<file path="config.mk">
export PLATFORM = sky130hd
export DESIGN_NAME = bitbakery_frame_tx
export DESIGN_NICKNAME = d
export VERILOG_FILES = /design/src/rtl/bitbakery_frame_tx.sv
export SDC_FILE = /design/constraint.sdc
export NUM_CORES = 1
export LEC_CHECK = 0
export CAP_MARGIN = 0
export CORE_MARGIN = 5
export CORE_UTILIZATION = 57
export CTS_CLUSTER_SIZE = 28
export DETAILED_ROUTE_END_ITERATION = 8
export GPL_ROUTABILITY_DRIVEN = 1
export GPL_TIMING_DRIVEN = 0
export PLACE_DENSITY = 0.81
export SYNTH_ARGS = -nofsm -noshare
export SYNTH_HDL_FRONTEND = slang
export SYNTH_SLANG_ARGS = --single-unit
</file>
<file path="constraint.sdc">
create_clock -name clock -period 3.2 [get_ports clock]
set_input_delay 0.64 -clock clock [delete_from_list [all_inputs] [get_ports clock]]
set_output_delay 0.64 -clock clock [all_outputs]
set_load 0.05 [all_outputs]
</file>
<file path="src/rtl/bitbakery_frame_tx.sv">
// Packet serializer: sends NUM_BYTES bytes as back-to-back asynchronous serial
// frames (start bit, DATA_BITS data bits LSB first, optional parity, stop bits).
// Ports:
//   clock        - single clock, rising edge
//   reset        - asynchronous active-high reset
//   start        - packet request, sampled only while idle
//   continuous   - restart immediately with a fresh payload after each packet
//   data_in      - payload; byte k = data_in[k*DATA_BITS +: DATA_BITS]
//   saida_serial - serial line, idle high
//   busy         - high while a packet is in progress
//   done         - one-cycle pulse on the last cycle of each packet
//   byte_index   - index of the byte currently on the line
module bitbakery_frame_tx #(
  parameter int unsigned CLK_DIV     = 434,
  parameter int unsigned NUM_BYTES   = 4,
  parameter int unsigned DATA_BITS   = 8,
  parameter int unsigned PARITY_MODE = 1,
  parameter int unsigned STOP_BITS   = 1,
  localparam int unsigned BIW = (NUM_BYTES > 1) ? $clog2(NUM_BYTES) : 1
) (
  input  logic                           clock,
  input  logic                           reset,
  input  logic                           start,
  input  logic                           continuous,
  input  logic [NUM_BYTES*DATA_BITS-1:0] data_in,
  output logic                           saida_serial,
  output logic                           busy,
  output logic                           done,
  output logic [BIW-1:0]                 byte_index
);

  localparam int unsigned PW = NUM_BYTES * DATA_BITS;
  localparam int unsigned TW = 16;
  localparam int unsigned BW = 3;

  localparam logic [TW-1:0]  TICK_LAST = TW'(CLK_DIV - 1);
  localparam logic [BW-1:0]  DATA_LAST = BW'(DATA_BITS - 1);
  localparam logic [BW-1:0]  STOP_LAST = BW'(STOP_BITS - 1);
  localparam logic [BIW-1:0] BYTE_LAST = BIW'(NUM_BYTES - 1);

  typedef enum logic [2:0] {
    S_IDLE,
    S_START,
    S_DATA,
    S_PARITY,
    S_STOP
  } state_e;

  state_e           state_q, state_d;
  logic [TW-1:0]    tick_q, tick_d;
  logic [BW-1:0]    bit_q, bit_d;
  logic [BIW-1:0]   byte_q, byte_d;
  logic [PW-1:0]    pkt_q, pkt_d;
  logic             bit_end;
  logic             serial_d, busy_d, done_d;
  logic [DATA_BITS-1:0] cur_byte, cur_shift;

  // State, counters and registered outputs
  always_ff @(posedge clock or posedge reset) begin
    if (reset) begin
      state_q      <= S_IDLE;
      tick_q       <= '0;
      bit_q        <= '0;
      byte_q       <= '0;
      pkt_q        <= '0;
      saida_serial <= 1'b1;
      busy         <= 1'b0;
      done         <= 1'b0;
      byte_index   <= '0;
    end else begin
      state_q      <= state_d;
      tick_q       <= tick_d;
      bit_q        <= bit_d;
      byte_q       <= byte_d;
      pkt_q        <= pkt_d;
      saida_serial <= serial_d;
      busy         <= busy_d;
      done         <= done_d;
      byte_index   <= byte_d;
    end
  end

  // Next state: every bit lasts CLK_DIV ticks; bit_q indexes data or stop bits
  always_comb begin
    state_d = state_q;
    tick_d  = tick_q;
    bit_d   = bit_q;
    byte_d  = byte_q;
    pkt_d   = pkt_q;
    bit_end = (tick_q == TICK_LAST);
    if (state_q == S_IDLE) begin
      if (start) begin
        state_d = S_START;
        pkt_d   = data_in;
        tick_d  = '0;
        bit_d   = '0;
        byte_d  = '0;
      end
    end else if (!bit_end) begin
      tick_d = tick_q + TW'(1);
    end else begin
      tick_d = '0;
      bit_d  = '0;
      case (state_q)
        S_START: state_d = S_DATA;
        S_DATA: begin
          if (bit_q != DATA_LAST) begin
            bit_d = bit_q + BW'(1);
          end else begin
            state_d = (PARITY_MODE != 0) ? S_PARITY : S_STOP;
          end
        end
        S_PARITY: state_d = S_STOP;
        S_STOP: begin
          if (bit_q != STOP_LAST) begin
            bit_d = bit_q + BW'(1);
          end else if (byte_q != BYTE_LAST) begin
            state_d = S_START;
            byte_d  = byte_q + BIW'(1);
          end else if (continuous) begin
            // Next packet starts with no idle gap and a fresh payload
            state_d = S_START;
            byte_d  = '0;
            pkt_d   = data_in;
          end else begin
            state_d = S_IDLE;
            byte_d  = '0;
          end
        end
        default: state_d = S_IDLE;
      endcase
    end
  end

  // Outputs decoded from the next state so they land in registers aligned with it
  always_comb begin
    cur_byte  = DATA_BITS'(pkt_d >> (32'(byte_d) * DATA_BITS));
    cur_shift = cur_byte >> bit_d;
    serial_d  = 1'b1;
    busy_d    = (state_d != S_IDLE);
    done_d    = (state_d == S_STOP) && (tick_d == TICK_LAST) &&
                (bit_d == STOP_LAST) && (byte_d == BYTE_LAST);
    case (state_d)
      S_START:  serial_d = 1'b0;
      S_DATA:   serial_d = cur_shift[0];
      S_PARITY: serial_d = (PARITY_MODE == 2) ? ~(^cur_byte) : ^cur_byte;
      default:  serial_d = 1'b1;
    endcase
  end

endmodule
</file>
=== Word-level counts from Yosys, hierarchy flattened ===
Index checks and enable logic that the tools add are counted.

* Flip-flop bits (word level): 59
* Bits of input ports: 36
* Output and inout bits: 5
* Word-level logic and storage cells: 65

* Add/sub/neg operators: 3
* Equality and inequality tests: 13
* Shifts and indexed selects: 2
* Multiplexer cells: 31
* Reduce and logical (&&, ||, !) cells: 8

{| class="wikitable"
|+ Operators by type and width
! operator !! number
|-
| $mux 32 || 7
|-
| $mux 16 || 3
|-
| $eq 16x9->1 const B || 2
|-
| $shr 32x5->8 || 1
|-
| $mux 3 || 10
|-
| $add 16x1->16 const B || 1
|-
| $eq 3x2->1 const B || 4
|-
| $mux 2 || 6
|-
| $pmux 3 s4 || 1
|-
| $reduce_xor 8->1 || 1
|-
| $shr 8x3->1 || 1
|-
| $eq 3x1->1 const B || 2
|-
| $eq 3x3->1 const B || 2
|-
| $logic_not 3->1 || 2
|-
| $pmux 3 s2 || 1
|-
| $reduce_bool 3->1 || 2
|-
| $add 3x1->3 const B || 1
|-
| $logic_and 1x1->1 || 3
|-
| $ne 3x3->1 const B || 1
|-
| $pmux 1 s3 || 1
|-
| $add 2x1->2 const B || 1
|-
| $eq 2x2->1 const B || 1
|-
| $mux 1 || 2
|-
| $ne 2x2->1 const B || 1
|}

=== Logic depth before layout (Yosys ltp) ===
Gate-level depths: netlist (run 1).

* Word-level depth: 10
* Mapped depth: 15
* Gate-level depth less buffers: 13

=== Least setup slack after synthesis (run 1) ===
No wires, ideal clock.

* Path kind: reg-to-reg
* Start point: reg byte_q[0]
* End point: reg saida_serial
* Library setup time: 0.075 ns
* Arrival time: 2.812 ns
* Required time: 3.125 ns
* Setup slack: 0.313 ns
* Cell stages (with the launch flop): 13
* Buffers on the path: 1
* Clock period less this slack: 2.887 ns
* Path through: dfrtp_1 ha_1 and2_1 nand3_1 o21ai_2 buf_6 mux2_2 o211ai_1 a211oi_1 o211a_1 o21bai_1 nor2_1 nor3b_2

* Word-level cells in the longest chain between the ends: 9
* Elaborated cells between the ends (all ways): 25
* Classes of those cells: add/sub (1); eq/ne (4); shift (2); mux (17); reduce/logical (1)

{| class="wikitable"
|+ RTL lines
! element !! RTL line !! source
|-
| from (decl) || 52 || <nowiki>logic [BIW-1:0] byte_q, byte_d;</nowiki>
|-
| from (signal assigned) || 74 || <nowiki>byte_q <= byte_d;</nowiki>
|-
| $ne 2x2->1 * || 117 || <nowiki>end else if (byte_q != BYTE_LAST) begin</nowiki>
|-
| $mux 32 * || 117 ||
|-
| $mux 32 * || 115 || <nowiki>if (bit_q != STOP_LAST) begin</nowiki>
|-
| $mux 32 * || 104 || <nowiki>case (state_q)</nowiki>
|-
| $mux 32 * || 99 || <nowiki>end else if (!bit_end) begin</nowiki>
|-
| $mux 32 * || 91 || <nowiki>if (state_q == S_IDLE) begin</nowiki>
|-
| net pkt_d[10] || 53 || <nowiki>logic [PW-1:0] pkt_q, pkt_d;</nowiki>
|-
| $shr 32x5->8 * || 137 || <nowiki>cur_byte = DATA_BITS'(pkt_d >> (32'(byte_d) * DATA_BITS));</nowiki>
|-
| $shr 8x3->1 or $reduce_xor 8->1 (tied branches) || 138, 146 ||
|-
| $pmux 1 s3 * || 143 || <nowiki>case (state_d)</nowiki>
|-
| net serial_d || 55 || <nowiki>logic serial_d, busy_d, done_d;</nowiki>
|-
| to (signal assigned) || 76 || <nowiki>saida_serial <= serial_d;</nowiki>
|-
| to (decl) || 26 || <nowiki>output logic saida_serial,</nowiki>
|}

Mark *: on every way through the listed nets, which the timed path passes. The rest lies on a longest branch.

=== Final worst setup path (run 1) ===
* Start point: in continuous
* End point: reg saida_serial

* Word-level cells in the longest chain between the ends: 9
* Elaborated cells between the ends (all ways): 19
* Classes of those cells: eq/ne (3); shift (2); mux (13); reduce/logical (1)

{| class="wikitable"
|+ RTL lines
! element !! RTL line !! source
|-
| from (decl) || 24 || <nowiki>input logic continuous,</nowiki>
|-
| $mux 32 * || 120 || <nowiki>end else if (continuous) begin</nowiki>
|-
| $mux 32 * || 117 ||
|-
| $mux 32 * || 115 ||
|-
| $mux 32 * || 104 ||
|-
| $mux 32 * || 99 ||
|-
| $mux 32 * || 91 ||
|-
| net pkt_d[2] || 53 ||
|-
| $shr 32x5->8 * || 137 ||
|-
| $shr 8x3->1 or $reduce_xor 8->1 (tied branches) || 138, 146 ||
|-
| $pmux 1 s3 * || 143 ||
|-
| net serial_d || 55 ||
|}

Marks and branches as above.

==> flow_summary_export.csv, run 1 <==
group,metric,value,unit
outcome,outcome,"finished clean",
setup_path,worst-setup-path-type,"in2reg",
min_path,hp-class,"reg2reg",
final_layout,diodes,0,
routing,drc,0,
setup_path,required,3.47,ns
setup_path,cp.arrival,3.32,ns
global_routing,grt_pass1_wl,13900,µm
clock_network,cts_made_buffers,9,
routing,postRouteWirelength,8540,µm
global_routing,grt_usage,22.9,%
synthesis,syn-cell-area,3580,µm²
power_and_ir_drop,p_leak,2.05,nW
setup_path,cp_top_family,"compound AO/OA/AOI/OAI gates",
timing,slew-limit-headroom,36.7,%
setup_path,critPathLaunchType,"input port",
synthesis,ys_warn_count,0,
synthesis,synthTopCellsByCount,"dfrtp_1 (58), nand2_1 (37), o21ai_0 (24)",
place,dp_hpwl,6200,µm
setup_path,cp-end-kind,"register",
routing,drtIter0Drc,155,
synthesis,synth_top_area_share,40.5,%
synthesis,yosysTopAreaCell,"dfrtp_1",
place,gp_congestion,0.914,
timing,tns,0,ns
floorplan,chipHeight,89.3,µm
setup_path,path_max_fanout,8,
floorplan,core-area,6030,µm²
timing,min_period,3.05,ns
setup_path,worst-path-buf-inv,3,
setup_path,path_cells,"clkdlybuf4s50_1 > and2_1 > nand3_2 > o21ai_4 > buf_6 > mux2_1 > o211ai_1 > buf_4 > a21oi_1 > a211oi_1 > o31ai_2 > o22ai_1 > nor3b_2",
place,portBuffers,40,
routing,wire_per_inst,17.5,µm
power_and_ir_drop,cellPowerDensity,377,nW/µm²
floorplan,die_area,7970,µm²
synthesis,ys_types,69,
synthesis,synth-edff-count,0,
power_and_ir_drop,power,1.70,mW
setup_path,cpMaxStageDelayCell,"clkdlybuf4s50_1",
clock_network,clkTransAtPathRegs,0.07,ns
routing,drt_pass1_iterations,4,
final_layout,fin_nets,450,
synthesis,syn-num-nets,389,
clock_network,cts_max_level,3,
floorplan,fp.dieW,89.3,µm
clock_network,cts_tree,"built",
timing,worst_pin_slew,0.938,ns
synthesis,synth.area.top_cells,"dfrtp_1 (40%), mux2_2 (5.0%), nand2_1 (3.9%)",
final_layout,multiInputGateArea,2000,µm²
synthesis,syn_avg_cell_area,10.4,µm²
synthesis,synth_ff_type,"dfrtp_1",
timing,final-setup-viol-count,0,
floorplan,start_util,59.5,%
final_layout,layout-drive-gt1-share,23.5,%
timing,fmaxAchievable,0.328,GHz
floorplan,ios,41,
timing,finalHoldViolCount,0,
setup_path,cp_slowest_stage_delay,0.50,ns
final_layout,area_delta_synth_final,25.5,%
clock_network,numClockSinks,59,
flow_run,cap_violations,0,
final_layout,regArea,1480,µm²
global_routing,antenna_found_initial,0,
global_routing,grt_max_degree,39,
global_routing,grt_remaining_overflow,0,
timing,final.period_utilization,95.4,%
synthesis,ys_seq_area_share,41.2,%
timing,finClkSkew,0.00762,ns
routing,vias_per_cell,6.08,
clock_network,cts.path.max_buffers,2,
floorplan,num_rows,28,
routing,vias,2963,
clock_network,clock_latency,0.34,ns
final_layout,n_fill_cell,415,
synthesis,synth_cells,346,
timing,slew_violations,0,
synthesis,synth-async-reset-ratio,100,%
clock_network,clock-root-buffer,"clkbuf_8",
routing,antenna_left,0,
synthesis,yosysMostFrequentCell,"dfrtp_1",
power_and_ir_drop,ir_worst_vdd,0.300,mV
synthesis,ys_ff_latch,59,
global_routing,grt_pass1_vias,2882,
-- routing by layer --
metal | GRT usage (%) | part of all wire [%]
met5 | 0 | 0
met4 | 8.80 | 2.4
met3 | 5.62 | 5.4
met2 | 36.5 | 48
met1 | 30.1 | 44
-- tightest hold or removal path, cell delays in order (launching register included) --
cell	delay (ns)
dfrtp_1	0.33
mux2i_1	0.08
inv_1	0.06
-- flip-flops by register name, indices dropped and copies added, names as in the netlist --
signal / count
done: 1
saida_serial: 1
state_q: 3
pkt_q: 32
tick_q: 16
bit_q: 3
busy: 1
byte_q: 2
-- cells by family after synthesis --
kind of cell,after synthesis,synth area share (%)
simple gates,109,17.8
fa+ha+maj,7,2.44
compound gates,95,19.5
buf+inv,34,5.65
xor+xnor,10,2.44
mux,32,11.0
flops,59,41.2
-- report_power, final --
group          total [mW]  internal [mW]  leakage [nW]  switching (mW)
registers           0.775          0.766         0.755         0.00833
logic               0.143         0.0814          1.19          0.0617
clock network       0.778          0.480         0.113           0.298
-- final timing paths --
kind	to	slack [ns]	from	depth (start not counted)
max in group asynchronous	saida_serial	1.93	reset	3
min in group asynchronous	pkt_q[23]	0.63	reset	2
max	saida_serial	0.15	continuous	13
max reg2reg	saida_serial	0.17	bit_q[1]	14
min reg2reg	pkt_q[0]	0.50	pkt_q[0]	2
min	pkt_q[0]	0.50	pkt_q[0]	2
-- timing repair --
item | 4_1_cts | 5_1_grt
hold buffers | 0 | 0
cloned | 0 | 0
buffers inserted | 3 | 6
endpoints found under the setup margin | 1 | 1
pin swaps | 1 | 11
resized for setup | 0 | 22
-- layout make-up --
class	count	share of cell area, %
multi-input cells	253	44.5
flip-flops and latches	59	32.8
repair buffers	50	10.9
clock buffers	12	3.45
plain buffers	18	3.20
well taps	75	2.09
clock inverters	4	1.61
inverters	16	1.45
-- cells in the final DEF, fill, tap and decap left out, types with 3 or more instances in the layout --
master           instances
dfrtp_1                 58
clkdlybuf4s50_1         39
nand2_1                 37
o21ai_0                 24
mux2_2                  16
nor2_1                  15
inv_1                   13
a21oi_1                 12
buf_4                   12
clkbuf_8                11
a21o_1                  10
and3_1                   9
nor3_1                   8
mux2i_1                  7
ha_1                     7
buf_6                    6
clkbuf_1                 6
xor2_1                   6
o211ai_1                 6
a211oi_2                 6
nand3_1                  5
xnor2_1                  4
o211a_1                  4
mux4_2                   4
a211oi_1                 4
a221oi_2                 4
nor4b_4                  3
buf_2                    3
nand2b_1                 3
a221o_1                  3
-- through the flow --
stage / instances / util, % / area, µm² / setup WS, ns / hold WS [ns]
after floorplan: 346 / - / 3580 / 0.313 / 0.448
after global placement: 461 / 67.7 / 4080 / -0.347 / 0.462
after detailed placement: 462 / 68.0 / 4100 / -0.387 / 0.478
after CTS: 481 / 72.2 / 4350 / 0.0123 / 0.498
after global routing: 487 / 74.7 / 4500 / -0.00929 / 0.529
final: 487 / 74.7 / 4500 / 0.147 / 0.500
No activity file was read; power rests on OpenSTA's default activity.
==> run 2: changes to the inputs <==
- CTS_CLUSTER_SIZE: 28 -> 25
==> results of run 2 <==
The final DEF is identical to that of run 1; final timing and power are the same.
==> run 3: changes to the inputs <==
- CORE_UTILIZATION: 57 -> 56
- PLACE_DENSITY: 0.81 -> 0.8
- RECOVER_POWER: default -> 25
- SETUP_SLACK_MARGIN: default -> 0.2
==> flow_summary_export.csv, run 3 (synthesis gave the netlist of run 1 again) <==
group,metric,value,unit
outcome,outcome,"finished clean",
final_layout,area_delta_synth_final,29.4,%
power_and_ir_drop,p_leak,2.09,nW
floorplan,die_area,8100,µm²
timing,fmaxAchievable,0.321,GHz
setup_path,path_max_fanout,10,
final_layout,diodes,0,
place,gp_congestion,0.854,
routing,antenna_left,0,
timing,min_period,3.11,ns
clock_network,numClockSinks,59,
final_layout,fin_nets,456,
global_routing,grt_pass1_wl,14800,µm
routing,drt_pass1_iterations,4,
floorplan,chipHeight,90.0,µm
timing,setup_ws,0.0877,ns
power_and_ir_drop,ir_worst_vdd,0.248,mV
timing,slew-limit-headroom,35.9,%
timing,timing.hold.ws,0.504,ns
place,portBuffers,40,
place,place_area,4100,µm²
final_layout,largest_register_ffs,32,
final_layout,multiInputGateArea,2110,µm²
global_routing,grt_usage,22.4,%
timing,worst_pin_slew,0.961,ns
clock_network,cts.path.max_buffers,2,
floorplan,core-area,6280,µm²
floorplan,start_util,57.1,%
global_routing,grt_remaining_overflow,0,
final_layout,regArea,1480,µm²
min_path,hp-class,"reg2reg",
global_routing,grt_max_degree,35,
power_and_ir_drop,cellPowerDensity,358,nW/µm²
clock_network,cts_max_level,3,
setup_path,worst-setup-path-type,"reg2reg",
clock_network,clock_latency,0.34,ns
floorplan,fp.dieW,90.0,µm
final_layout,fin_area,4640,µm²
timing,final.period_utilization,97.3,%
floorplan,num_rows,29,
timing,final-setup-viol-count,0,
routing,vias,3121,
clock_network,cts_tree,"built",
flow_run,cap_violations,0,
routing,drtIter0Drc,185,
timing,finClkSkew,0.00494,ns
routing,wire_per_inst,19.7,µm
setup_path,critPathLaunchType,"register",
final_layout,largest-register,"pkt_q",
place,dp_hpwl,6140,µm
routing,drc,0,
global_routing,antenna_found_initial,0,
timing,finalHoldViolCount,0,
place,dp_slack,-0.414,ns
clock_network,cts_made_buffers,9,
final_layout,reg.largest.list,"pkt_q: 32 flops, tick_q: 16 flops",
final_layout,fin_util,73.9,%
final_layout,layout-drive-gt1-share,28.0,%
routing,vias_per_cell,6.31,
routing,postRouteWirelength,9770,µm
clock_network,clock-root-buffer,"clkbuf_8",
setup_path,cp.arrival,3.39,ns
timing,rsz0062_at_grt,"true",
final_layout,n_fill_cell,441,
final_layout,layout_commonest_cell,"dfrtp_1",
setup_path,cp-end-kind,"register",
clock_network,clkTransAtPathRegs,0.07,ns
floorplan,ios,41,
final_layout,mostFrequentLayoutCells,"dfrtp_1 (57), clkdlybuf4s50_1 (38), nand2_1 (36)",
global_routing,grt_pass1_vias,2958,
timing,slew_violations,0,
setup_path,required,3.47,ns
-- run 3: final timing paths --
path	cells past startpoint	startpoint	endpoint	slack, ns
worst max-delay path	13	bit_q[0]	saida_serial	0.09
max in group asynchronous	3	reset	tick_q[0]	0.82
worst min register to register	1	pkt_q[13]	pkt_q[13]	0.50
worst max register to register	13	bit_q[0]	saida_serial	0.09
min in group asynchronous	2	reset	pkt_q[8]	0.96
worst min-delay path	1	pkt_q[13]	pkt_q[13]	0.50
-- run 3: where the power goes --
part | switching [mW] | internal, mW
Combinational | 0.0704 | 0.0822
Sequential | 0.0101 | 0.766
Clock | 0.312 | 0.421
Total | 0.392 | 1.27
-- run 3: area by class of cell --
| cell class | count | area share (%) |
|---|---|---|
| inverters | 16 | 1.40 |
| plain buffers | 18 | 3.35 |
| multi-input cells | 253 | 45.6 |
| clock inverters | 4 | 1.03 |
| flip-flops and latches | 59 | 31.9 |
| repair buffers | 56 | 11.1 |
| clock buffers | 12 | 3.56 |
| well taps | 77 | 2.08 |
-- run 3: stage by stage --
stage	power, mW	setup TNS, ns	cells
global placement	0.917	-0.343	463
floorplan	0.856	0	346
global route	1.72	-0.0446	495
finish	1.66	0	495
detailed placement	0.924	-0.414	464
CTS	1.65	0	491
-- run 3: critical path, stage by stage (launching register included) --
cell and delay, ns:
dfrtp_1 0.43, inv_1 0.09, ha_2 0.19, nor4b_4 0.26, nand3_2 0.18, o21ai_4 0.21, buf_4 0.27, mux2i_2 0.29
a211oi_1 0.12, or2_1 0.31, xor2_1 0.19, xnor2_1 0.24, nand2_1 0.09, nor3b_2 0.16
-- run 3: what timing repair did --
item | 4_1_cts | 5_1_grt
buffers inserted | 11 | 4
endpoints found under the setup margin | 1 | 2
gates resized for setup | 13 | 35
hold buffers | 0 | 0
hold endpoints to repair | 0 | 0
pin swaps | 7 | 20
-- run 3: metal layers --
| metal | part of all wire [%] | global-route usage [%] | vias up |
|---|---|---|---|
| li1 | - | - | 1418 |
| met4 | 2.3 | 7.44 | 0 |
| met3 | 6.4 | 4.59 | 24 |
| met1 | 42 | 30.5 | 1547 |
| met2 | 49 | 35.7 | 132 |
| met5 | 0 | 0 | - |
